<file path="src/rtl/multiplexed_display_controller.sv">
// Multiplexed 7-segment display controller.
//   Time-multiplexes NUM_DIGITS hex digits onto one shared segment bus.
//   A prescaler splits time into slots of CLK_DIVIDER clocks. Each slot
//   drives one digit. Display data is double-buffered, so a frame never
//   mixes old and new values. A free-running PWM counter dims the display.
// Ports:
//   clk, reset_n         - clock; asynchronous active-low reset
//   load                 - strobe; captures digit_values/dp_mask into shadow
//   digit_values         - NUM_DIGITS hex nibbles, nibble 0 = rightmost digit
//   dp_mask              - per-digit decimal point, 1 = lit
//   blank_leading_zeros  - suppress leading zero digits (digit 0 never blanked)
//   brightness           - PWM duty code, sampled once per slot
//   segments             - {dp,g,f,e,d,c,b,a}, registered
//   digit_enable         - one-hot digit select, registered
//   slot_tick            - last cycle of every slot
//   frame_done           - last cycle of the last slot
module multiplexed_display_controller #(
  parameter int NUM_DIGITS       = 4,
  parameter int CLK_DIVIDER      = 100000,
  parameter int BRIGHTNESS_WIDTH = 4,
  parameter int SEG_ACTIVE_LOW   = 1,
  parameter int DIGIT_ACTIVE_LOW = 1
) (
  input  logic                          clk,
  input  logic                          reset_n,
  input  logic                          load,
  input  logic [4*NUM_DIGITS-1:0]       digit_values,
  input  logic [NUM_DIGITS-1:0]         dp_mask,
  input  logic                          blank_leading_zeros,
  input  logic [BRIGHTNESS_WIDTH-1:0]   brightness,
  output logic [7:0]                    segments,
  output logic [NUM_DIGITS-1:0]         digit_enable,
  output logic                          slot_tick,
  output logic                          frame_done
);

  localparam int PW = $clog2(CLK_DIVIDER);
  localparam int IW = $clog2(NUM_DIGITS);
  localparam logic [PW-1:0] PS_LAST  = PW'(CLK_DIVIDER - 1);
  localparam logic [IW-1:0] IDX_LAST = IW'(NUM_DIGITS - 1);
  // Output XOR masks; they are also the inactive (off) levels.
  localparam logic [7:0] SEG_OFF = (SEG_ACTIVE_LOW != 0) ? 8'hFF : 8'h00;
  localparam logic [NUM_DIGITS-1:0] DIG_OFF =
    (DIGIT_ACTIVE_LOW != 0) ? {NUM_DIGITS{1'b1}} : {NUM_DIGITS{1'b0}};

  logic [PW-1:0]                   prescaler;
  logic [IW-1:0]                   index;
  logic [BRIGHTNESS_WIDTH-1:0]     pwm_count;
  logic [BRIGHTNESS_WIDTH-1:0]     bright_q;
  logic [NUM_DIGITS-1:0][3:0]      shadow_val;
  logic [NUM_DIGITS-1:0][3:0]      active_val;
  logic [NUM_DIGITS-1:0]           shadow_dp;
  logic [NUM_DIGITS-1:0]           active_dp;
  // Display stays blank until a real load has reached the active buffer.
  logic                            shadow_ok;
  logic                            active_ok;

  assign slot_tick  = (prescaler == PS_LAST);
  assign frame_done = slot_tick && (index == IDX_LAST);

  always_ff @(posedge clk or negedge reset_n) begin
    if (!reset_n) begin
      prescaler  <= '0;
      index      <= '0;
      pwm_count  <= '0;
      bright_q   <= '0;
      shadow_val <= '0;
      shadow_dp  <= '0;
      shadow_ok  <= 1'b0;
      active_val <= '0;
      active_dp  <= '0;
      active_ok  <= 1'b0;
    end else begin
      prescaler <= slot_tick ? '0 : prescaler + 1'b1;
      pwm_count <= pwm_count + 1'b1;
      if (slot_tick) begin
        index    <= (index == IDX_LAST) ? '0 : index + 1'b1;
        bright_q <= brightness;
      end
      if (load) begin
        shadow_val <= digit_values;
        shadow_dp  <= dp_mask;
        shadow_ok  <= 1'b1;
      end
      // A load landing on the frame boundary bypasses the shadow so it
      // shows in the very next slot instead of a frame later.
      if (frame_done) begin
        if (load) begin
          active_val <= digit_values;
          active_dp  <= dp_mask;
          active_ok  <= 1'b1;
        end else begin
          active_val <= shadow_val;
          active_dp  <= shadow_dp;
          active_ok  <= shadow_ok;
        end
      end
    end
  end

  // zero_from[i]: nibbles i..NUM_DIGITS-1 of the active buffer are all zero.
  logic [NUM_DIGITS-1:0] zero_from;
  always_comb begin
    zero_from = '0;
    zero_from[NUM_DIGITS-1] = (active_val[NUM_DIGITS-1] == 4'h0);
    for (int i = NUM_DIGITS - 2; i >= 0; i--)
      zero_from[i] = zero_from[i+1] & (active_val[i] == 4'h0);
  end

  logic [3:0] nib;
  logic [6:0] glyph;
  logic       blank_cur;
  logic [7:0] seg_on;
  logic [NUM_DIGITS-1:0] en_on;

  assign nib       = active_val[index];
  assign blank_cur = blank_leading_zeros && (index != '0) && zero_from[index];

  // Active-high {g,f,e,d,c,b,a}. The '4' glyph is this product's c,d,g form.
  always_comb begin
    glyph = 7'h00;
    case (nib)
      4'h0: glyph = 7'h3F;
      4'h1: glyph = 7'h06;
      4'h2: glyph = 7'h5B;
      4'h3: glyph = 7'h4F;
      4'h4: glyph = 7'h4C;
      4'h5: glyph = 7'h6D;
      4'h6: glyph = 7'h7D;
      4'h7: glyph = 7'h07;
      4'h8: glyph = 7'h7F;
      4'h9: glyph = 7'h6F;
      4'hA: glyph = 7'h77;
      4'hB: glyph = 7'h7C;
      4'hC: glyph = 7'h39;
      4'hD: glyph = 7'h5E;
      4'hE: glyph = 7'h79;
      default: glyph = 7'h71;
    endcase
  end

  // Segments always follow the indexed digit, so whatever digit is enabled
  // shows its own data; enable alone carries the PWM and ghost blanking.
  always_comb begin
    seg_on = 8'h00;
    en_on  = '0;
    if (active_ok) seg_on = {active_dp[index], blank_cur ? 7'h00 : glyph};
    if (prescaler != '0 && pwm_count < bright_q) en_on[index] = 1'b1;
  end

  always_ff @(posedge clk or negedge reset_n) begin
    if (!reset_n) begin
      segments     <= SEG_OFF;
      digit_enable <= DIG_OFF;
    end else begin
      segments     <= seg_on ^ SEG_OFF;
      digit_enable <= en_on ^ DIG_OFF;
    end
  end

endmodule

</file>
<file path="config.mk">
export PLATFORM = sky130hd
export DESIGN_NAME = multiplexed_display_controller
export DESIGN_NICKNAME = d
export VERILOG_FILES = /design/src/rtl/multiplexed_display_controller.sv
export SDC_FILE = /design/constraint.sdc
export NUM_CORES = 1
export LEC_CHECK = 0
export ABC_AREA = 1
export BUFFER_PORTS_ARGS = -buffer_cell sky130_fd_sc_hd__buf_2
export CAP_MARGIN = 20
export CORE_UTILIZATION = 40
export CTS_CLUSTER_DIAMETER = 80
export DETAILED_ROUTE_END_ITERATION = 6
export PLACE_DENSITY = 0.71
export REMOVE_ABC_BUFFERS = 1
export SKIP_LAST_GASP = 1
export SLEW_MARGIN = 20
export SYNTH_ARGS = -nofsm -noshare
export SYNTH_HDL_FRONTEND = slang
export SYNTH_SLANG_ARGS = --single-unit
</file>
<file path="constraint.sdc">
create_clock -name clk -period 1.55 [get_ports clk]
set_input_delay 0.0775 -clock clk [delete_from_list [all_inputs] [get_ports clk]]
set_output_delay 0.0775 -clock clk [all_outputs]
set_load 0.02 [all_outputs]
</file>
==> impl_metrics.toml, run 1 <==
[final_layout]
areaGrowthSynthToFinish_pct = 35.8
cell_count_final_fillers_out = 734
fraction_of_final_layout_cells_with_drive_strength_greater_than_1 = 0.298
finish.instance_area_um2 = 5380
fillers = 808
n_antenna_cell = 0
nets = 644

[die]
io_pins = 42
die_x_um = 102
initial_core_util = 0.421
fp-row-count = 35
die_height_um = 102
fp.dieArea_um2 = 10300
core-area_um2 = 9420

[worst_setup_path]
worst-path-max-fanout = 3
worst_ep_arrival_time_ns = 1.55
worst_setup_path_start_kind = "flip-flop"
slowest_delay_ns = 0.41
critPathKind = "flip-flop to output pin"
r2r_start = "prescaler[1]"
timing.reg2reg.setup_slack_ns = -0.07
setup.worst_path.end = "frame_done"
critical_path.cell_chain = "nor2_2 > nand2_2 > nor2_4 > nand4_4 > inv_4 > buf_6"
endpoint_kind_of_the_worst_setup_timing_path = "output pin"
end_of_the_worst_register_to_register_path = "prescaler[10]"
critPathLaunch = "prescaler[14]"
cp_max_stage_cell = "dfrtp_1"
r2r.worst_path.cells = 8
critPathRequiredTime_ns = 1.47

[timing]
report.final.setup_viol = 5
peak_clock_frequency_supported_by_timing_ghz = 0.613
period_needed_ns = 1.63
worst_clock_skew_ns = 0.00876
rsz_0062_raised_after_global_routing = "yes"
finalCritPeriodShare = 1.05
worst_tran_pin_value_ns = 0.598
final-hold-violation-count = 0
max_slew_margin = 0.601
holdWs_ns = 0.156
fin_max_slew_vios = 0
final.setup.worst_slack_ns = -0.0811

[clocking]
ctsHtreeMaxLevel = 3
cts_inserted_buffers = 9
clk_pin_slew_ns = 0.09
ctsLongestPathBuffers = 2
cts.sink_count = 81
cts_tree = "built"
clk_root_buffer_cell = "clkbuf_8"
worstSkewPairLatency_ns = 0.36

[drt]
route.vias.total = 3485
drt_first_iter_violations = 121
vias_per_cell = 4.75
detailedRoute.firstPassIterationCount = 5
top_layer = "met4"
wirelength_met1_mm = 4.31
post_detailed_route_drc_marker_count = 0
wirelength_mm = 9.55
met3_wl_um = 433
routedWlPerCell_um = 13.0
ant_nets = 0
dr_wl_met2_mm = 4.66

[synth]
ys_ff_latch = 81
synthesis.area_per_instance_um2 = 8.05
yosys_most_used_dff = "dfrtp_1"
post_synth_instance_area_um2 = 3960
synth_async_sr_flop_share = 1.00
synth_cell_types = 31
synth.yosys.warnings = 0
synth_seq_area_share = 0.516
number_of_enable_type_register_cells_in_the_synthesized_netlist = 0
synthesis.instances = 492

[pwr]
vdd.ir_drop.worst_uv = 637
clkPwrFrac = 0.402
cell_internal_pwr_mw = 3.05
power.switching_mw = 0.936
sequentialPowerShare = 0.545
combPwrFrac = 0.053
cellLeakagePower_nw = 2.76
power_density_nw_per_um2 = 740
power.switching_fraction = 0.235

[global_route]
grt_start_max_net_pins = 30
antenna_found_initial = 0
grt_total_ovfl = 0
via_count_of_the_first_global_routing_pass = 3426
global_route_wire_length_before_repair_mm = 15.3
grtUsageTotal = 0.194

[outcome]
failing_checks = "setup timing"
status = "finished, violations left"

[place]
dpl.hpwl_mm = 6.03
place_inst = 673
dpl_cell_area_um2 = 4450
finalWeightedCongestion = 0.882
port_buffers = 41

[hold_path]
hold_path.class = "primary input to flip-flop"

[flow_run]
cap_violations = 0
## synthesized netlist by cell type (2+ instances only)
| master | number | share of area |
|---|---|---|
| buf_6 | 3 | 0.0085 |
| inv_2 | 5 | 0.0047 |
| xor2_1 | 7 | 0.015 |
| a21oi_1 | 8 | 0.010 |
| inv_1 | 43 | 0.041 |
| and3_1 | 2 | 0.0032 |
| clkbuf_1 | 3 | 0.0028 |
| buf_2 | 3 | 0.0038 |
| nand4_1 | 2 | 0.0032 |
| nor2_1 | 38 | 0.036 |
| ha_1 | 16 | 0.051 |
| nand2_1 | 213 | 0.20 |
| nand2_2 | 3 | 0.0047 |
| nand3_1 | 30 | 0.038 |
| dfstp_2 | 12 | 0.080 |
| o21ai_0 | 15 | 0.019 |
| dfrtp_1 | 69 | 0.44 |
| nor3_1 | 5 | 0.0063 |
| nor2_4 | 3 | 0.0085 |
## how the worst min path moves through the flow
stage            start            end  slack [ns]  cells past startpoint
2_1_floorplan  reset_n   active_dp[0]       -0.22                      0
3_3_place_gp   reset_n  prescaler[16]        0.03                      1
3_5_place_dp   reset_n  prescaler[16]        0.04                      1
6_report          load  shadow_val[5]        0.16                      3
5_1_grt           load   shadow_dp[1]        0.19                      3
4_1_cts           load  shadow_val[5]        0.15                      3
## worst max-delay path, delay by kind of cell, from the launching register on
| kind | cells | cell delay, ns |
|---|---|---|
| AND/OR/NAND/NOR | 4 | 0.55 |
| flip-flops | 1 | 0.41 |
| buffers and inverters | 2 | 0.23 |
## timing repair
| item | CTS | global route |
|---|---|---|
| hold buffers | 25 | 0 |
| gates resized for setup | 28 | 60 |
| cloned | 1 | 1 |
| setup buffers | 13 | 7 |
| setup endpoints to repair | 9 | 40 |
| hold endpoints to repair | 104 | 0 |
| pin swaps | 7 | 29 |
## metrics by stage
step	util	setup TNS [ns]	power [mW]	worst slack, ns
after global placement	0.473	0	2.37	0.0154
final	0.571	-0.187	3.98	-0.0811
after floorplan	-	-2.15	2.26	-0.183
after CTS	0.542	-0.316	4.01	-0.0740
after global routing	0.571	-1.99	4.12	-0.153
after detailed placement	0.473	-0.431	2.38	-0.0981
## layout by cell type (no fill, tap or decap), types with 3 or more instances in the layout
| cell | synthesis | final |
|---|---|---|
| ha_4 | 0 | 5 |
| buf_4 | 0 | 35 |
| nor3_1 | 5 | 5 |
| o21ai_0 | 15 | 11 |
| o21ai_1 | 0 | 3 |
| dfstp_2 | 12 | 12 |
| dlygate4sd3_1 | 0 | 25 |
| nand2_2 | 3 | 17 |
| clkinv_4 | 0 | 3 |
| buf_12 | 0 | 3 |
| nor2_1 | 38 | 33 |
| buf_2 | 3 | 38 |
| buf_6 | 3 | 5 |
| nand2_4 | 0 | 6 |
| ha_1 | 16 | 9 |
| nor2_2 | 1 | 3 |
| inv_4 | 0 | 3 |
| dfrtp_1 | 69 | 68 |
| a21oi_1 | 8 | 6 |
| xor2_1 | 7 | 7 |
| nand3_2 | 1 | 10 |
| nand2_1 | 213 | 194 |
| clkbuf_8 | 0 | 10 |
| nand3_1 | 30 | 19 |
| inv_2 | 5 | 8 |
| nor2_4 | 3 | 6 |
| inv_1 | 43 | 36 |
## sequential cells by signal, indices dropped and copies added (netlist names)
signal / flops
active_dp: 4
active_ok: 1
active_val: 16
bright_q: 4
digit_enable: 4
index: 2
prescaler: 17
pwm_count: 4
segments: 8
shadow_dp: 4
shadow_ok: 1
shadow_val: 16
## cell families after synthesis
| group | share of synthesized area |
|---|---|
| buffers and inverters | 0.0667 |
| flip-flops | 0.516 |
| AO/OA/AOI/OAI | 0.0348 |
| adder cells (fa/ha/maj) | 0.0506 |
| AND/OR/NAND/NOR | 0.315 |
| XOR/XNOR | 0.0177 |
## area by class of cell
class | instances | area [µm²] | share of cell area
Clock inverter | 6 | 67.6 | 0.0126
Tap cell | 129 | 161 | 0.0300
Multi-Input combinational cell | 352 | 1920 | 0.357
Sequential cell | 81 | 2040 | 0.380
Timing Repair Buffer | 107 | 845 | 0.157
Inverter | 49 | 201 | 0.0375
Clock buffer | 10 | 138 | 0.0256
## power groups by stage
stage | combinational, mW | sequential [mW] | clock, mW
finish | 0.211 | 2.17 | 1.60
global route | 0.244 | 2.18 | 1.70
CTS | 0.216 | 2.17 | 1.62
detailed placement | 0.168 | 2.21 | 0
global placement | 0.160 | 2.21 | 0
floorplan | 0.0552 | 2.21 | 0
## metal layers
| metal | global-route usage | vias to the layer above |
|---|---|---|
| met5 | 0 | - |
| met4 | 0.0647 | 0 |
| met3 | 0.0393 | 15 |
| li1 | - | 1735 |
| met2 | 0.327 | 96 |
| met1 | 0.248 | 1639 |
Note: power is estimated with default switching activity, not from simulation.
==> run 2, diff against run 1 <==
--- a/config.mk
+++ b/config.mk
@@ -11,7 +11,9 @@
 export CORE_UTILIZATION = 40
 export CTS_CLUSTER_DIAMETER = 80
 export DETAILED_ROUTE_END_ITERATION = 6
-export PLACE_DENSITY = 0.71
+export GPL_TIMING_DRIVEN = 0
+export PLACE_DENSITY = 0.69
+export RECOVER_POWER = 100
 export REMOVE_ABC_BUFFERS = 1
 export SKIP_LAST_GASP = 1
 export SLEW_MARGIN = 20
==> constraint.sdc (replaced) <==
create_clock -name clk -period 2 [get_ports clk]
set_input_delay 0.1 -clock clk [delete_from_list [all_inputs] [get_ports clk]]
set_output_delay 0.1 -clock clk [all_outputs]
set_load 0.02 [all_outputs]
==> run 2 against run 1 <==
Sequential power is 23% lower. Clock-buffer cell count stayed put. Critical endpoint is now slot_tick. The flow now finishes without violations. Power is 23% lower.
==> impl_metrics.toml, run 2 (synthesis results as in run 1) <==
[die]
io_pins = 42
core-area_um2 = 9420
initial_core_util = 0.421
fp-row-count = 35
fp.dieArea_um2 = 10300
die_height_um = 102
die_x_um = 102

[drt]
wirelength_mm = 8.32
ant_nets = 0
routedWlPerCell_um = 11.8
drt_first_iter_violations = 156
vias_per_cell = 4.63
route.vias.total = 3257
detailedRoute.firstPassIterationCount = 4
post_detailed_route_drc_marker_count = 0

[worst_setup_path]
timing.reg2reg.setup_slack_ns = 0.16
slowest_delay_ns = 0.40
critPathKind = "flip-flop to output pin"
critical_path.cell_chain = "ha_1 > nand2_1 > nor2_4 > nand3_2 > clkinv_4 > buf_2"
worst_setup_path_start_kind = "flip-flop"
worst-path-max-fanout = 14
endpoint_kind_of_the_worst_setup_timing_path = "output pin"
cp_num_buf_inv = 2
critPathRequiredTime_ns = 1.90
r2r_start = "index[0]"
cp_max_stage_cell = "dfrtp_1"
cp_top_family = "simple AND/OR/NAND/NOR gates"
worst_ep_arrival_time_ns = 1.82
r2r.worst_path.cells = 10
end_of_the_worst_register_to_register_path = "segments[4]"

[clocking]
cts_tree = "built"
clk_pin_slew_ns = 0.09
ctsHtreeMaxLevel = 3
ctsLongestPathBuffers = 2
worstSkewPairLatency_ns = 0.36
cts_inserted_buffers = 9
clk_root_buffer_cell = "clkbuf_8"
cts.sink_count = 81

[hold_path]
end_point_of_the_worst_hold_path = "shadow_val[10]"
hold-path-cell-count = 3
worstHoldStart = "load"
hold_path.class = "primary input to flip-flop"

[pwr]
power.switching_mw = 0.696
cellLeakagePower_nw = 2.51
power_density_nw_per_um2 = 633
combPwrFrac = 0.052
sequentialPowerShare = 0.551
power.switching_fraction = 0.228
cell_internal_pwr_mw = 2.36
clkPwrFrac = 0.397
vdd.ir_drop.worst_uv = 338

[final_layout]
fraction_of_final_layout_cells_with_drive_strength_greater_than_1 = 0.153
finish.instance_area_um2 = 4820
layout.cells.most_common_list = "213 x nand2_1, 66 x dfrtp_1, 42 x inv_1"
nets = 613
n_antenna_cell = 0
largest_reg_flops = 17
most_frequent_standard_cell_in_the_layout_excluding_fill_and_tap_cells = "nand2_1"
areaGrowthSynthToFinish_pct = 21.8
registers.top_by_ff_count = "prescaler"
reg_top3 = "prescaler: 17 flops, active_val: 16 flops, shadow_val: 16 flops"

[global_route]
via_count_of_the_first_global_routing_pass = 3145
grt_start_max_net_pins = 60
global_route_wire_length_before_repair_mm = 14.5
grt_total_ovfl = 0
grtUsageTotal = 0.182
antenna_found_initial = 0

[timing]
finalCritPeriodShare = 0.962
report.final.setup_viol = 0
max_slew_margin = 0.115
peak_clock_frequency_supported_by_timing_ghz = 0.520
period_needed_ns = 1.92
fin_max_slew_vios = 0
rsz_0062_raised_after_global_routing = "yes"
final-hold-violation-count = 0
worst_tran_pin_value_ns = 1.33
fin_tns_setup_ns = 0
worst_clock_skew_ns = 0.0121

[place]
dpl_cell_area_um2 = 4280
finalWeightedCongestion = 0.845
port_buffers = 41
dpl.hpwl_mm = 5.64

[outcome]
status = "complete, no violations"

[flow_run]
cap_violations = 0
[run 2: worst register-to-register path, stage by stage (launching register included)]
cell and delay [ns]:
dfrtp_2 0.45, buf_4 0.19, o21ai_0 0.16, nand2_1 0.06, nand2_1 0.19, inv_1 0.13, ha_1 0.24, nand2_1 0.11
nor2_1 0.05, a21oi_1 0.12, nand2_1 0.07
[run 2: area by class of cell]
type	instances	area, µm²
clock buffer	10	138
clock inverter	6	67.6
fill	921	4590
inverter	49	200
multi-input combinational	352	1680
sequential	81	2050
tap	129	161
timing repair buffer	76	533
[run 2: how the worst max path moves through the flow]
| stage | from | to | depth (start not counted) |
|---|---|---|---|
| global route | prescaler[0] | slot_tick | 6 |
| global placement | index[0] | segments[4] | 10 |
| finish | prescaler[0] | slot_tick | 6 |
| CTS | prescaler[11] | slot_tick | 6 |
| detailed placement | index[0] | segments[4] | 10 |
| floorplan | index[0] | segments[4] | 10 |
[run 2: what timing repair did]
| item | 4_1_cts | 5_1_grt |
|---|---|---|
| setup endpoints to repair | 9 | 9 |
| setup buffers | 3 | 6 |
| hold endpoints to repair | 80 | 0 |
| hold buffers | 25 | 0 |
| cloned | 1 | 0 |
| resized for setup | 5 | 6 |
| pin swaps | 2 | 1 |
[run 2: per-layer routing]
metal	track usage	part of all wire	wire length, µm	up-vias
met3	0.0469	0.041	338	11
met5	0	0	0	-
met4	0.0502	0.010	84	0
met1	0.244	0.49	4110	1494
li1	-	-	-	1683
met2	0.291	0.46	3790	69
[run 2: power by group through the flow]
stage	clock network (mW)	logic (mW)	registers [mW]
6_report	1.21	0.159	1.68
5_1_grt	1.33	0.185	1.68
4_1_cts	1.25	0.163	1.68
3_5_place_dp	0	0.126	1.71
3_3_place_gp	0	0.114	1.71
2_1_floorplan	0	0.0428	1.71
[run 2: metrics by stage]
step                total power, mW  hold WS [ns]  utilization  setup slack, ns  std cells
floorplan                      1.75        -0.196            -            0.267        481
global placement               1.83         0.308        0.451          -0.0940        651
detailed placement             1.84        0.0211        0.454           -0.161        652
CTS                            3.10         0.159        0.508          0.00160        697
global route                   3.20         0.442        0.512          -0.0264        703
finish                         3.05         0.397        0.512           0.0769        703
==> run 3, diff against run 2 <==
==> constraint.sdc (replaced) <==
create_clock -name clk -period 2.3 [get_ports clk]
set_input_delay 0.115 -clock clk [delete_from_list [all_inputs] [get_ports clk]]
set_output_delay 0.115 -clock clk [all_outputs]
set_load 0.02 [all_outputs]
==> run 3 against run 2 <==
Sequential cell count unchanged. Combinational power decreased by 14%. Power decreased by 13%. Cell count decreased by 1.4%. First-iteration DRC count decreased by 15%. Sequential share of layout area increased by 0.98 points. Clock power decreased by 13%. Register-to-register slack improved by 0.14 ns. Critical path type unchanged. Largest cell class unchanged. Largest power group unchanged.
==> impl_metrics.toml, run 3 (synthesis results as in run 1) <==
[drt]
post_detailed_route_drc_marker_count = 0
ant_nets = 0
wirelength_mm = 8.19
routedWlPerCell_um = 11.8
drt_first_iter_violations = 133
route.vias.total = 3194
detailedRoute.firstPassIterationCount = 4
vias_per_cell = 4.61

[flow_run]
cap_violations = 0

[pwr]
power_density_nw_per_um2 = 563
vdd.ir_drop.worst_uv = 294
cellLeakagePower_nw = 2.46
post-layout-total-power_mw = 2.65

[timing]
peak_clock_frequency_supported_by_timing_ghz = 0.463
max_slew_margin = 0.111
holdWs_ns = 0.0133
rsz_0062_raised_after_global_routing = "no"
final-hold-violation-count = 0
fin_max_slew_vios = 0
report.final.setup_viol = 0
worst_tran_pin_value_ns = 1.33
finalCritPeriodShare = 0.940
fin_tns_setup_ns = 0
period_needed_ns = 2.16
worst_clock_skew_ns = 0.0136

[clocking]
ctsHtreeMaxLevel = 3
cts_tree = "built"
clk_pin_slew_ns = 0.08
worstSkewPairLatency_ns = 0.36
cts_inserted_buffers = 9
cts_setup_buffers = 0
cts.sink_count = 81
clk_root_buffer_cell = "clkbuf_8"
ctsLongestPathBuffers = 2

[hold_path]
hold-path-cell-count = 3
hold_path.class = "primary input to flip-flop"
end_point_of_the_worst_hold_path = "shadow_dp[1]"
worstHoldStart = "dp_mask[1]"

[worst_setup_path]
worst_ep_arrival_time_ns = 2.05
endpoint_kind_of_the_worst_setup_timing_path = "output pin"
critPathKind = "flip-flop to output pin"
critPathRequiredTime_ns = 2.18
worst-path-max-fanout = 14
end_of_the_worst_register_to_register_path = "segments[3]"
r2r_start = "index[0]"
r2r.worst_path.cells = 7
timing.reg2reg.setup_slack_ns = 0.30
worst_setup_path_start_kind = "flip-flop"

[global_route]
antenna_found_initial = 0
grtUsageTotal = 0.177
global_route_wire_length_before_repair_mm = 14.2
grt_start_max_net_pins = 60
grt_total_ovfl = 0
via_count_of_the_first_global_routing_pass = 3107

[place]
dpl_cell_area_um2 = 4280
dpl.hpwl_mm = 5.64
port_buffers = 41
finalWeightedCongestion = 0.845

[final_layout]
fraction_of_final_layout_cells_with_drive_strength_greater_than_1 = 0.122
final_util = 0.500
most_frequent_standard_cell_in_the_layout_excluding_fill_and_tap_cells = "nand2_1"
registers.top_by_ff_count = "prescaler"
layout.area.seq_um2 = 2040
fillers = 925
largest_reg_flops = 17
finish.instance_area_um2 = 4710
multi_input_area_um2 = 1650
reg_top3 = "prescaler: 17 flops, active_val: 16 flops, shadow_val: 16 flops"
nets = 603
n_antenna_cell = 0
areaGrowthSynthToFinish_pct = 18.9
layout.cells.most_common_list = "214 x nand2_1, 68 x dfrtp_1, 44 x inv_1"

[die]
core-area_um2 = 9420
fp-row-count = 35
initial_core_util = 0.421
io_pins = 42
die_x_um = 102
fp.dieArea_um2 = 10300
die_height_um = 102

[outcome]
status = "complete, no violations"
==> run 3: cell types whose count changed in the layout (fill, tap and decap cells not counted), moves of 2 or more <==
cell	delta
nor2_1	+2
inv_1	+2
buf_2	-2
dfrtp_2	-2
clkbuf_2	+2
dfrtp_1	+2
buf_4	-9
==> run 3: metrics by stage <==
stage / std cells / setup WS [ns]
after floorplan: 481 / 0.567
after global placement: 651 / 0.206
after detailed placement: 652 / 0.139
after CTS: 692 / 0.0138
after global routing: 693 / 0.0180
final: 693 / 0.138
==> run 3: repair_timing <==
action	in CTS	in global routing
endpoints found under the hold margin	49	0
pin swaps	0	1
setup endpoints to repair	1	1
cloned	0	1
resized for setup	3	1
hold buffers	24	0
==> run 3: final cells by class <==
| class | instances | share of cell area |
|---|---|---|
| Clock buffer | 10 | 0.0292 |
| Multi-Input combinational cell | 352 | 0.351 |
| Clock inverter | 6 | 0.0144 |
| Inverter | 49 | 0.0404 |
| Tap cell | 129 | 0.0343 |
| Timing Repair Buffer | 66 | 0.0967 |
| Sequential cell | 81 | 0.434 |
==> run 3: power by group <==
group | internal [mW] | total [mW] | leakage (nW) | switching (mW)
logic | 0.0617 | 0.137 | 1.46 | 0.0755
clock network | 0.532 | 1.05 | 0.0985 | 0.517
registers | 1.45 | 1.46 | 0.897 | 0.00790
total | 2.05 | 2.65 | 2.46 | 0.600
==> run 3: worst max-delay path, stage by stage, from the launching register on <==
cell	delay [ns]
dfrtp_1	0.39
ha_1	0.22
nand2_1	0.12
nor2_4	0.23
nand3_1	0.27
clkinv_2	0.25
clkbuf_2	0.20
==> run 3: worst max path at each step <==
| stage | slack, ns | cells past startpoint | from | endpoint |
|---|---|---|---|---|
| after CTS | 0.01 | 6 | prescaler[0] | frame_done |
| after global routing | 0.02 | 7 | prescaler[9] | slot_tick |
| after detailed placement | 0.14 | 10 | index[0] | segments[4] |
| after global placement | 0.21 | 10 | index[0] | segments[4] |
| after floorplan | 0.57 | 10 | index[0] | segments[4] |
| final | 0.14 | 6 | prescaler[0] | slot_tick |
==> run 3: per-layer routing <==
metal	GRT usage	share of wire	wire length (µm)	vias up
li1	-	-	-	1657
met1	0.236	0.50	4120	1472
met2	0.285	0.45	3710	59
met3	0.0469	0.036	295	6
met4	0.0502	0.0078	64	0
met5	0	0	0	-
